**src/rtl/rtc_bus_sequencer.sv**
```systemverilog
// Bus-cycle generator for the RTC multiplexed AD bus: one address phase, a CS-high gap,
// then one read or write data phase. All bus and handshake outputs are registered.
module rtc_bus_sequencer #(
    parameter int unsigned T_SETUP  = 2,
    parameter int unsigned T_STROBE = 5,
    parameter int unsigned T_HOLD   = 2,
    parameter int unsigned T_GAP    = 4
) (
    input  logic       clk,
    input  logic       rst,
    input  logic       start,
    input  logic       rw,
    input  logic [7:0] bus_in,
    output logic       ad_n,
    output logic       cs_n,
    output logic       rd_n,
    output logic       wr_n,
    output logic       drive_addr,
    output logic       drive_data,
    output logic       fetch,
    output logic [7:0] rd_data,
    output logic       busy,
    output logic       done
);

    typedef enum logic [3:0] {
        IDLE, A_SETUP, A_STROBE, A_HOLD, GAP, D_SETUP, D_STROBE, D_HOLD, DONE
    } state_t;

    localparam logic [7:0] LD_SETUP  = 8'(T_SETUP - 1);
    localparam logic [7:0] LD_STROBE = 8'(T_STROBE - 1);
    localparam logic [7:0] LD_HOLD   = 8'(T_HOLD - 1);
    localparam logic [7:0] LD_GAP    = 8'(T_GAP - 1);

    state_t     state, state_nx;
    logic [7:0] cnt, cnt_nx;
    logic       dir, dir_nx;
    logic       armed, armed_nx;
    logic       a_ph, d_ph, d_strobe;

    // Each timed state leaves when its down-counter reaches zero and loads the next dwell.
    always_comb begin
        state_nx = state;
        cnt_nx   = (cnt == 8'd0) ? 8'd0 : cnt - 8'd1;
        dir_nx   = dir;
        armed_nx = armed;
        unique case (state)
            IDLE: begin
                if (!start) armed_nx = 1'b1;
                if (start && armed) begin
                    state_nx = A_SETUP;
                    cnt_nx   = LD_SETUP;
                    dir_nx   = rw;
                    armed_nx = 1'b0;
                end
            end
            A_SETUP:  if (cnt == 8'd0) begin state_nx = A_STROBE; cnt_nx = LD_STROBE; end
            A_STROBE: if (cnt == 8'd0) begin state_nx = A_HOLD;   cnt_nx = LD_HOLD;   end
            A_HOLD:   if (cnt == 8'd0) begin state_nx = GAP;      cnt_nx = LD_GAP;    end
            GAP:      if (cnt == 8'd0) begin state_nx = D_SETUP;  cnt_nx = LD_SETUP;  end
            D_SETUP:  if (cnt == 8'd0) begin state_nx = D_STROBE; cnt_nx = LD_STROBE; end
            D_STROBE: if (cnt == 8'd0) begin state_nx = D_HOLD;   cnt_nx = LD_HOLD;   end
            D_HOLD:   if (cnt == 8'd0) begin state_nx = DONE;     cnt_nx = 8'd0;      end
            DONE:     state_nx = IDLE;
            default:  state_nx = IDLE;
        endcase
    end

    // Outputs are decoded from the state being entered so they change on the entry edge.
    always_comb begin
        a_ph     = (state_nx == A_SETUP) || (state_nx == A_STROBE) || (state_nx == A_HOLD);
        d_ph     = (state_nx == D_SETUP) || (state_nx == D_STROBE) || (state_nx == D_HOLD);
        d_strobe = (state_nx == D_STROBE);
    end

    always_ff @(posedge clk or negedge rst) begin
        if (!rst) begin
            state      <= IDLE;
            cnt        <= 8'd0;
            dir        <= 1'b0;
            armed      <= 1'b1;
            ad_n       <= 1'b1;
            cs_n       <= 1'b1;
            rd_n       <= 1'b1;
            wr_n       <= 1'b1;
            drive_addr <= 1'b0;
            drive_data <= 1'b0;
            fetch      <= 1'b0;
            rd_data    <= 8'h00;
            busy       <= 1'b0;
            done       <= 1'b0;
        end else begin
            state      <= state_nx;
            cnt        <= cnt_nx;
            dir        <= dir_nx;
            armed      <= armed_nx;
            ad_n       <= !a_ph;
            cs_n       <= !(a_ph || d_ph);
            rd_n       <= !(d_strobe && dir_nx);
            wr_n       <= !((state_nx == A_STROBE) || (d_strobe && !dir_nx));
            drive_addr <= a_ph;
            drive_data <= d_ph && !dir_nx;
            fetch      <= d_strobe && dir_nx && (cnt_nx == 8'd0);
            busy       <= (state_nx != IDLE);
            done       <= (state_nx == DONE);
            // fetch marks the final D_STROBE cycle, so this edge is the one leaving it.
            if (fetch) rd_data <= bus_in;
        end
    end

endmodule

```
**config.mk**
```make
export PLATFORM = sky130hd
export DESIGN_NAME = rtc_bus_sequencer
export DESIGN_NICKNAME = d
export VERILOG_FILES = /design/src/rtl/rtc_bus_sequencer.sv
export SDC_FILE = /design/constraint.sdc
export NUM_CORES = 1
export LEC_CHECK = 0
export CORE_MARGIN = 5
export CORE_UTILIZATION = 45
export DETAILED_ROUTE_END_ITERATION = 7
export GPL_TIMING_DRIVEN = 0
export MAX_ROUTING_LAYER = met4
export PLACE_DENSITY = 0.74
export SLEW_MARGIN = 10
export SYNTH_ARGS = -nofsm -noshare
export SYNTH_HDL_FRONTEND = slang
export SYNTH_SLANG_ARGS = --single-unit
export TNS_END_PERCENT = 5
```
**constraint.sdc**
```tcl
create_clock -name clk -period 2.25 [get_ports clk]
set_input_delay 0.3375 -clock clk [delete_from_list [all_inputs] [get_ports clk]]
set_output_delay 0.3375 -clock clk [all_outputs]
set_load 0.005 [all_outputs]
```
==> flow_summary.toml <==
[synthesis]
syn_inst = 137
yosysMostFrequentCell = "dfrtp_1"
synth_top_area_share_pct = 44.6
netlist_top_cells_count = "26 x dfrtp_1, 15 x nor2_1, 8 x mux2_2, 8 x nand2_1, 7 x a21oi_1"
ys_top_cells_by_area = "dfrtp_1 45%, dfstp_2 9.0%, mux2_2 6.2%"
synthArstFlopShare_pct = 100
syn_area_um2 = 1460
ys_seq_area_share_pct = 53.6
synth_seq_cells = 31
yosysTopAreaCell = "dfrtp_1"
synth_cell_type_count = 35
ys_warn_count = 0
synth_enable_flop_cells = 0
avgSynthCellArea_um2 = 10.7
synth_flop_cell = "dfrtp_1"
syn_nets = 151

[critical_path]
cp-end-kind = "register"
required_ns = 2.49
r2r_start = "cnt[0]$_DFF_PN0_"
worst-setup-path-type = "reg -> reg"
worstSetupStartpointType = "register"
cp.arrival_ns = 2.49
worst-path-max-fanout = 4
crit_start = "cnt[0]$_DFF_PN0_"

[placement]
place.gp.congestion = 0.906
hpwl_um = 2210
placed_cells = 209
port_buffers = 28

[sta]
slew_viol_final = 0
rsz0062_at_grt = "true"
fmax_ghz = 0.444
worstMarginPinSlew_ns = 0.646
hold_viol = 0
relSlewSlack_pct = 56.9
fin_crit_ns = 2.25
setup_viol = 1
fin_crit_sh_pct = 100
fin_worst_hold_slack_ns = 0.0361
finalClockSkew_ns = 0.0141
setup_ws_ns = -0.00141

[finish]
n_antenna_cell = 0
reg_top3 = "cnt x8, rd_data x8, state x4"
layout.cells.non_filler = 218
drive_above_1_share_pct = 22.4
area_delta_synth_final_pct = 29.3
final_nets = 187

[global_route]
grt_pass1_wl_um = 5240
grt_antenna_before_repair = 0
grt_usage_pct = 16.2
grt_overflow_total = 0
grt_max_degree = 32
grt_pass1_vias = 1145

[pwr]
p_leak_nw = 0.763
switching_share_pct = 20.3
power_frac_comb_pct = 3.2
max-vdd-ir-drop_mv = 0.329
p_per_area_nw_per_um2 = 481
p_int_mw = 0.724
total_power_mw = 0.909
seqPwrFrac_pct = 61.3
switchingPower_mw = 0.185
clkPwrFrac_pct = 35.5

[routing]
drtPass1Iterations = 4
remaining_drc_errors = 0
num_vias = 1143
ant_nets = 0
drtIter0Drc = 35
wl_per_cell_um = 13.6
routed_wirelength_um = 2970
vias_per_cell = 5.24

[clocking]
cts_hold_buf = 0
cts_tree = "built"
cts_buffers = 5
cts_buffer_depth = 2
root_buffer = "clkbuf_4"
clkSinkCount = 31
clkTransAtPathRegs_ns = 0.10
h-tree-depth = 2
clock_latency_ns = 0.32

[worst_hold_path]
hp-class = "in -> async"

[floorplanning]
fp.dieW_um = 67.0
ioPinCount = 29
dieArea_um2 = 4480
start_util_pct = 47.4
rows = 20
fp.dieH_um = 67.0
coreArea_um2 = 3080

[status]
status = "finished, violations left"
violations = "negative setup slack"

[run]
maxCapViolCount = 0
## cells by family (layout without fill, tap and decap cells)
| group | count (synthesis) | count (layout) | synth area share [%] |
|---|---|---|---|
| mux | 8 | 8 | 6.17 |
| compound gates | 23 | 23 | 10.6 |
| simple gates | 55 | 55 | 21.1 |
| flops | 31 | 31 | 53.6 |
| fa+ha+maj | 2 | 2 | 1.71 |
| buf+inv | 12 | 49 | 3.26 |
| xor+xnor | 6 | 6 | 3.60 |
## cells in the final DEF (no fill, tap or decap), types with 2 or more instances in the layout
cell type and instances:
nor2_1 15, xnor2_1 4, nand2_1 8, mux2_2 8
dfstp_2 5, clkdlybuf4s50_1 27, a31oi_1 2, buf_4 2
nand3_1 4, a21o_1 2, ha_1 2, nand4b_1 2
o21ai_0 4, clkbuf_1 5, nand2b_1 3, dfrtp_1 24
clkbuf_4 5, or4_1 3, xor2_1 2, a21oi_1 6
inv_1 5, nor4_1 3, dfrtp_2 2, nor3_1 4
a211oi_1 3, nor4_2 3, buf_2 3
## final cells by class
type,instances,area [um2]
tap,44,55.1
sequential,31,785
fill,277,1190
clock buffer,7,55.1
buffer,6,25.0
clock inverter,1,5.00
inverter,5,18.8
multi-input combinational,94,654
timing repair buffer,30,290
## power groups by stage
stage / Sequential, mW / Clock, mW / Combinational (mW)
2_1_floorplan: 0.568 / 0 / 0.000174
3_3_place_gp: 0.568 / 0 / 0.0298
3_5_place_dp: 0.568 / 0 / 0.0299
4_1_cts: 0.557 / 0.340 / 0.0302
5_1_grt: 0.557 / 0.375 / 0.0327
6_report: 0.557 / 0.323 / 0.0288
## critical path, stage by stage, from the launching register on
cell	delay (ns)
dfrtp_2	0.43
inv_1	0.09
ha_1	0.21
or3b_2	0.51
nor3_2	0.17
a211oi_1	0.09
or4_4	0.55
nor4_2	0.13
## final timing paths
| check | slack, ns | to | depth (start not counted) |
|---|---|---|---|
| hold reg to reg | 0.51 | rd_data[1]$_DFFE_PN0P_ | 1 |
| max in group asynchronous | 1.74 | cnt[4]$_DFF_PN0_ | 1 |
| setup / recovery | -0.001 | fetch$_DFF_PN0_ | 7 |
| min in group clk | 0.51 | rd_data[1]$_DFFE_PN0P_ | 1 |
| hold / removal | 0.04 | state[0]$_DFF_PN0_ | 1 |
| setup reg to reg | -0.001 | fetch$_DFF_PN0_ | 7 |
## metal layers
metal  track usage, %  wire length [um]  vias up
li1                 -                 -      559
met1             20.5              1320      536
met2             23.4              1340       40
met3             5.73               234        8
met4             7.09                66        0
met5                -                 0        -
## timing repair
item,in CTS,in global routing
pin swaps,0,0
setup endpoints to repair,2,4
cloned,0,0
buffers inserted,2,0
gates resized for setup,5,2
endpoints found under the hold margin,0,0
## per-stage QoR
stage	area (um2)	setup TNS, ns	setup slack (ns)	utilization [%]
global placement	1800	-0.0680	-0.0680	58.3
detailed placement	1790	-0.0802	-0.0802	58.2
CTS	1880	0	0.00571	61.1
finish	1890	-0.00141	-0.00141	61.3
floorplan	1460	0	0.138	-
global route	1890	-0.228	-0.121	61.3
Note: power is estimated with default switching activity, not from simulation.
